**config.mk**
```make
export PLATFORM = sky130hd
export DESIGN_NAME = hazard_scoreboard_flat
export DESIGN_NICKNAME = d
export VERILOG_FILES = /design/src/rtl/hazard_scoreboard_pkg.sv /design/src/rtl/hazard_scoreboard_if.sv /design/src/rtl/hazard_scoreboard_pend_cell.sv /design/src/rtl/hazard_scoreboard.sv /design/src/flat_wrapper.sv
export SDC_FILE = /design/constraint.sdc
export NUM_CORES = 1
export LEC_CHECK = 0
export ABC_AREA = 0
export CAP_MARGIN = 40
export CORE_MARGIN = 5
export CORE_UTILIZATION = 45
export DETAILED_ROUTE_END_ITERATION = 16
export PLACE_DENSITY_LB_ADDON = 0.05
export SLEW_MARGIN = 30
export SYNTH_ARGS = -nofsm -noshare
export SYNTH_HDL_FRONTEND = slang
export SYNTH_SLANG_ARGS = --single-unit
```
**constraint.sdc**
```tcl
create_clock -name clk -period 8.3 [get_ports clk]
set_input_delay 2.075 -clock clk [delete_from_list [all_inputs] [get_ports clk]]
set_output_delay 2.075 -clock clk [all_outputs]
set_load 0.01 [all_outputs]
```
**src/rtl/hazard_scoreboard_pkg.sv**
```systemverilog
// Shared types for the hazard scoreboard: latency-class encoding (same as the decoder's)
// and the stall-cause vector layout.
package hazard_scoreboard_pkg;

    typedef enum logic [1:0] {
        LAT_ALU  = 2'd0,
        LAT_LOAD = 2'd1,
        LAT_MUL  = 2'd2
    } lat_cls_e;

    typedef struct packed {
        logic waw;
        logic br_raw;
        logic ex_raw;
    } stall_src_t;

    // Unknown classes fall back to the slowest producer so a bad decode can only over-stall.
    function automatic int unsigned lat_sel(input logic [1:0] cls,
                                            input int unsigned alu_lat,
                                            input int unsigned load_lat,
                                            input int unsigned mul_lat);
        int unsigned lat;
        case (cls)
            LAT_ALU:  lat = alu_lat;
            LAT_LOAD: lat = load_lat;
            default:  lat = mul_lat;
        endcase
        return lat;
    endfunction

endpackage

```
**src/rtl/hazard_scoreboard_if.sv**
```systemverilog
// ID-stage side of the hazard scoreboard: decoded operand info in, stall/issue decision out.
interface hazard_scoreboard_if #(
    parameter int AW  = 5,
    parameter int SCW = 32
);
    logic           id_valid;
    logic [AW-1:0]  id_rs1;
    logic [AW-1:0]  id_rs2;
    logic           id_rs1_used;
    logic           id_rs2_used;
    logic           id_br_use;
    logic [AW-1:0]  id_rd;
    logic           id_regwrite;
    logic [1:0]     id_lat_cls;
    logic           flush_id;
    logic           flush_all;
    logic           stall;
    logic [2:0]     stall_src;
    logic           issue;
    logic [SCW-1:0] stall_count;

    modport master (
        output id_valid, id_rs1, id_rs2, id_rs1_used, id_rs2_used, id_br_use,
               id_rd, id_regwrite, id_lat_cls, flush_id, flush_all,
        input  stall, stall_src, issue, stall_count
    );

    modport slave (
        input  id_valid, id_rs1, id_rs2, id_rs1_used, id_rs2_used, id_br_use,
               id_rd, id_regwrite, id_lat_cls, flush_id, flush_all,
        output stall, stall_src, issue, stall_count
    );

endinterface

```
**src/rtl/hazard_scoreboard_pend_cell.sv**
```systemverilog
// One register's countdown: cycles left until its in-flight result can be forwarded.
module hazard_pend_cell #(
    parameter int CW = 3
) (
    input  logic          clk,
    input  logic          rst,
    input  logic          clear,
    input  logic          load,
    input  logic [CW-1:0] load_val,
    output logic [CW-1:0] count
);

    // Clear beats load so a redirect never leaves a stale producer behind.
    always_ff @(posedge clk) begin
        if (rst || clear) begin
            count <= '0;
        end else if (load) begin
            count <= load_val;
        end else if (count != '0) begin
            count <= count - CW'(1);
        end
    end

endmodule

```
**src/rtl/hazard_scoreboard.sv**
```systemverilog
// ID-stage hazard scoreboard: per-register forward countdowns for variable-latency producers,
// RAW/WAW stall decision for the instruction in ID, and a saturating stall-cycle counter.
module hazard_scoreboard
    import hazard_scoreboard_pkg::*;
#(
    parameter int NREG     = 32,
    parameter int CW       = 3,
    parameter int ALU_LAT  = 1,
    parameter int LOAD_LAT = 2,
    parameter int MUL_LAT  = 4,
    parameter int SCW      = 32
) (
    input  logic         clk,
    input  logic         rst,
    hazard_scoreboard_if.slave sb
);

    localparam int AW = $clog2(NREG);

    logic [NREG-1:0][CW-1:0] pend;
    logic [CW-1:0]           lat;
    logic [CW-1:0]           pend_rs1;
    logic [CW-1:0]           pend_rs2;
    logic [CW-1:0]           pend_rd;
    logic [AW-1:0]           rs1;
    logic [AW-1:0]           rs2;
    logic [AW-1:0]           rd;
    logic                    id_live;
    logic                    any_cause;
    logic                    stall_int;
    logic                    issue_int;
    logic                    wr_en;
    stall_src_t              cause;
    logic [SCW-1:0]          stall_count_q;

    assign rs1 = sb.id_rs1;
    assign rs2 = sb.id_rs2;
    assign rd  = sb.id_rd;

    assign lat = CW'(lat_sel(sb.id_lat_cls, ALU_LAT, LOAD_LAT, MUL_LAT));

    // x0 is hardwired, so its countdown never exists as state.
    assign pend[0] = '0;

    generate
        for (genvar r = 1; r < NREG; r++) begin : g_pend
            hazard_pend_cell #(.CW(CW)) u_cell (
                .clk      (clk),
                .rst      (rst),
                .clear    (sb.flush_all),
                .load     (wr_en && (rd == AW'(r))),
                .load_val (lat),
                .count    (pend[r])
            );
        end
    endgenerate

    // Unused or x0 sources contribute nothing.
    always_comb begin
        pend_rs1 = '0;
        pend_rs2 = '0;
        if (sb.id_rs1_used && (rs1 != '0)) pend_rs1 = pend[rs1];
        if (sb.id_rs2_used && (rs2 != '0)) pend_rs2 = pend[rs2];
        pend_rd = pend[rd];
    end

    // EX can take a forward once the countdown hits 1; ID-resolved branches need it fully done.
    always_comb begin
        cause        = '0;
        cause.ex_raw = (pend_rs1 > CW'(1)) || (pend_rs2 > CW'(1));
        cause.br_raw = sb.id_br_use && ((pend_rs1 != '0) || (pend_rs2 != '0));
        cause.waw    = sb.id_regwrite && (rd != '0) && (pend_rd > lat);
    end

    assign id_live   = sb.id_valid && !sb.flush_id && !sb.flush_all && !rst;
    assign any_cause = cause.ex_raw || cause.br_raw || cause.waw;
    assign stall_int = id_live && any_cause;
    assign issue_int = id_live && !any_cause;
    assign wr_en     = issue_int && sb.id_regwrite && (rd != '0);

    assign sb.stall     = stall_int;
    assign sb.stall_src = stall_int ? cause : 3'b000;
    assign sb.issue     = issue_int;

    always_ff @(posedge clk) begin
        if (rst) begin
            stall_count_q <= '0;
        end else if (stall_int && (stall_count_q != '1)) begin
            stall_count_q <= stall_count_q + SCW'(1);
        end
    end

    // Gated so the counter reads zero for the whole reset window, not just after the edge.
    assign sb.stall_count = rst ? '0 : stall_count_q;

endmodule

```
**src/flat_wrapper.sv**
```systemverilog
// flat-port wrapper written by rule: the top's interface ports become plain ports
module hazard_scoreboard_flat import hazard_scoreboard_pkg::*;
#(
    parameter int NREG     = 32,
    parameter int CW       = 3,
    parameter int ALU_LAT  = 1,
    parameter int LOAD_LAT = 2,
    parameter int MUL_LAT  = 4,
    parameter int SCW      = 32
)
  (clk, rst, sb_id_valid, sb_id_rs1, sb_id_rs2, sb_id_rs1_used, sb_id_rs2_used, sb_id_br_use, sb_id_rd, sb_id_regwrite, sb_id_lat_cls, sb_flush_id, sb_flush_all, sb_stall, sb_stall_src, sb_issue, sb_stall_count);
  hazard_scoreboard_if #(.AW(5), .SCW(SCW)) sb_i ();
  input  logic clk;
  input  logic rst;
  input wire logic [$bits(sb_i.id_valid)-1:0] sb_id_valid;
  input wire logic [$bits(sb_i.id_rs1)-1:0] sb_id_rs1;
  input wire logic [$bits(sb_i.id_rs2)-1:0] sb_id_rs2;
  input wire logic [$bits(sb_i.id_rs1_used)-1:0] sb_id_rs1_used;
  input wire logic [$bits(sb_i.id_rs2_used)-1:0] sb_id_rs2_used;
  input wire logic [$bits(sb_i.id_br_use)-1:0] sb_id_br_use;
  input wire logic [$bits(sb_i.id_rd)-1:0] sb_id_rd;
  input wire logic [$bits(sb_i.id_regwrite)-1:0] sb_id_regwrite;
  input wire logic [$bits(sb_i.id_lat_cls)-1:0] sb_id_lat_cls;
  input wire logic [$bits(sb_i.flush_id)-1:0] sb_flush_id;
  input wire logic [$bits(sb_i.flush_all)-1:0] sb_flush_all;
  output wire logic [$bits(sb_i.stall)-1:0] sb_stall;
  output wire logic [$bits(sb_i.stall_src)-1:0] sb_stall_src;
  output wire logic [$bits(sb_i.issue)-1:0] sb_issue;
  output wire logic [$bits(sb_i.stall_count)-1:0] sb_stall_count;
  assign sb_i.id_valid = sb_id_valid;
  assign sb_i.id_rs1 = sb_id_rs1;
  assign sb_i.id_rs2 = sb_id_rs2;
  assign sb_i.id_rs1_used = sb_id_rs1_used;
  assign sb_i.id_rs2_used = sb_id_rs2_used;
  assign sb_i.id_br_use = sb_id_br_use;
  assign sb_i.id_rd = sb_id_rd;
  assign sb_i.id_regwrite = sb_id_regwrite;
  assign sb_i.id_lat_cls = sb_id_lat_cls;
  assign sb_i.flush_id = sb_flush_id;
  assign sb_i.flush_all = sb_flush_all;
  assign sb_stall = sb_i.stall;
  assign sb_stall_src = sb_i.stall_src;
  assign sb_issue = sb_i.issue;
  assign sb_stall_count = sb_i.stall_count;
  hazard_scoreboard #(.NREG(NREG), .CW(CW), .ALU_LAT(ALU_LAT), .LOAD_LAT(LOAD_LAT), .MUL_LAT(MUL_LAT), .SCW(SCW)) u_core (.clk(clk), .rst(rst), .sb(sb_i));
endmodule
```
==> reports/metrics.cfg <==
[cts]
post_cts.repair.setup_buffers=0
h-tree-depth=4
numCtsBuffers=17
cts-resized-gates=0
cts_tree=done
cts_max_path_buffers=2
cts.sinks=125
path_clk_slew_ns=0.06
cts_root_buf=clkbuf_16
clock_latency_ns=0.43
ctsHoldBuffers=0

[timing]
worst_slack_ns=0.261
layout_min_cycle_time_ns=8.04
post-route-period-util_pct=96.9
relSlewSlack_pct=46.8
fmax_ghz=0.124
setup_viol=0
worst_pin_slew_ns=0.796
final_hold_viol_count=0
finalMaxSlewViolations=0
fin_tns_setup_ns=0
rsz0062_at_grt=no
clock_skew_ns=0.0130

[layout]
areaGrowthSynthToFinish_pct=14.4
final_util_pct=52.2
drive_gt1_share_pct=11.0
instances_no_fill=1538
nets=1337
diodes=0

[synth]
synth-seq-cells=125
yosys_warnings=0
synthTopCellsByArea=dfxtp_1 (25%), mux4_2 (9.3%), ha_1 (8.3%), nor2_1 (5.7%), mux2i_1 (4.9%)
synth.distinct_cells=61
synth_cells=1215
synth-edff-count=0
synthFlopType=dfxtp_1
yosysTopAreaCell=dfxtp_1
yosysSeqAreaShare_pct=25.2
synth_nets=1307
yosysTopAreaCellShare_pct=25.2
synth_area_sq_mm=0.00992
avgSynthCellArea_sq_um=8.16
synthArstFlopShare_pct=0

[pwr]
cellPowerDensity_mw_per_mm2=137
vdd_drop_max_v=0.000126
leakage_uw=0.00410
p_total_uw=1550

[setup_path]
r2r_start=u_core.g_pend[6].u_cell.count[1]$_SDFFE_PP0P_
cp_slowest_cell=clkdlybuf4s50_1
crit_path_cell_trace=clkdlybuf4s50_1, buf_4, buf_4, mux4_2, mux4_2, nor2_1, a41oi_1, ha_1, o21ai_0, a32oi_1, o211a_1, nor4_4, nor2_1, clkdlybuf4s50_1
cp-end-kind=primary output
crit_path_max_fanout=20
critPathBufInv=4
critPathLaunchType=primary input
cpLargestDelayFamily=buffers and inverters
arrival_ns=5.96
crit_start=sb_id_rd[1]
critPathKind=primary input to primary output
cpPeakStageDelay_ns=0.56
cp.required_ns=6.23

[routing]
drt_iter0_markers=652
num_vias=9478
top_layer_used=met5
wl_um=33200
met2_length_um=14900
wl_met3_um=3310
ant_nets=0
route.detailed.drc=0
avgRoutedWirePerCell_um=21.6
m1WireLength_um=13900
via_per_inst=6.16
dr.pass1.iters=5

[placement]
place_inst=1505
portBuffers=62
place_congestion=1.01
dpl.hpwl_um=24400
dp_slack_ns=0.329

[die]
num_rows=54
core_sq_mm=0.0218
die_y_um=158
io_pins=63
start_util_pct=45.6
dieWidth_um=158
die_area_sq_mm=0.0251

[global_routing]
grt-ovfl-total=0
antenna_found_initial=1
grt_usage_pct=26.8
grt_start_max_net_pins=64
first_global_vias=9066
grt_pass1_wl_um=51900

[outcome]
status=complete, no violations

[run]
max_cap_viol_count=0

[hold_path]
hp-class=flip-flop to flip-flop
min-delay-start=u_core.stall_count_q[4]$_SDFFE_PP0P_

==> sequential cells by signal, summed over array words and instances, names as in the netlist <==
name	cells
u_core.stall_count_q	32
u_core.g_pend.u_cell.count	93
==> synth_stat cells (2+ instances only) <==
master / count
and3_1: 8
or2_2: 2
a32oi_1: 2
mux2_1: 2
xnor2_1: 31
nand2b_1: 35
or4_1: 8
o211ai_1: 22
and2_1: 8
buf_1: 4
dfxtp_1: 125
nor4b_1: 3
o22ai_1: 2
a31oi_1: 2
buf_6: 4
nand3b_1: 3
a21oi_1: 49
nor4_1: 7
inv_1: 73
nor3b_1: 3
o21ai_0: 74
a22oi_1: 5
a2111oi_0: 4
mux2_2: 25
clkbuf_1: 51
or3b_2: 2
o2111ai_1: 4
o211a_1: 2
nor2b_1: 44
nand2_1: 60
a211oi_1: 25
a211o_1: 2
nor2_1: 151
buf_2: 20
nor3_1: 27
ha_1: 66
nand3_1: 25
or3_1: 10
nand4_1: 37
o31ai_1: 33
mux4_2: 41
mux2i_1: 49
and4_1: 3
o21ai_1: 45
==> cell usage in the layout (no fill, tap or decap), drive strengths merged, types with 41 or more instances in the layout <==
cell type      instances
nand2                 60
nor2                 151
mux4                  41
a21oi                 49
ha                    66
inv                   76
o21ai                119
nor2b                 44
dfxtp                125
mux2i                 49
clkdlybuf4s50         60
==> per-layer routing <==
| metal | up-vias | track usage (%) |
|---|---|---|
| met5 | - | 0 |
| met4 | 2 | 9.79 |
| met3 | 62 | 7.77 |
| met2 | 430 | 41.6 |
| met1 | 4527 | 35.5 |
| li1 | 4457 | - |
==> where the power goes <==
group	total [uW]	leakage, uW	internal, uW	switching (uW)
registers	613	0.00101	605	7.80
clock network	741	0.000280	439	302
logic	199	0.00281	71.5	128
total	1550	0.00410	1120	438
==> stage by stage <==
step / instance area [sq um] / hold WS, ns
2_1_floorplan: 9920 / 0.425
3_3_place_gp: 10800 / 0.455
5_1_grt: 11300 / 0.481
6_report: 11300 / 0.474
3_5_place_dp: 10800 / 0.450
4_1_cts: 11300 / 0.462
==> cells by family (layout without fill, tap and decap cells) <==
| kind of cell | Yosys count | count (layout) | synth area share, % |
|---|---|---|---|
| flops | 125 | 125 | 25.2 |
| fa+ha+maj | 66 | 66 | 8.32 |
| buf+inv | 154 | 197 | 6.42 |
| xor+xnor | 31 | 31 | 2.74 |
| mux | 117 | 117 | 17.3 |
| simple gates | 439 | 439 | 22.3 |
| compound gates | 283 | 283 | 17.7 |
==> final timing paths <==
path / cells past startpoint / end / slack [ns]
max: 14 / sb_stall / 0.26
min: 1 / u_core.stall_count_q[4]$_SDFFE_PP0P_ / 0.47
max reg2reg: 13 / u_core.g_pend[27].u_cell.count[2]$_SDFFE_PP0P_ / 4.17
min reg2reg: 1 / u_core.stall_count_q[4]$_SDFFE_PP0P_ / 0.47
==> final cells by class <==
cell class / instances / area [sq um]
clock buffer: 21 / 470
clock inverter: 11 / 108
fill: 2145 / 10400
inverter: 74 / 278
multi-input combinational: 936 / 6800
sequential: 125 / 2500
tap: 280 / 350
timing repair buffer: 91 / 841
Note: power is estimated with default switching activity, not from simulation.
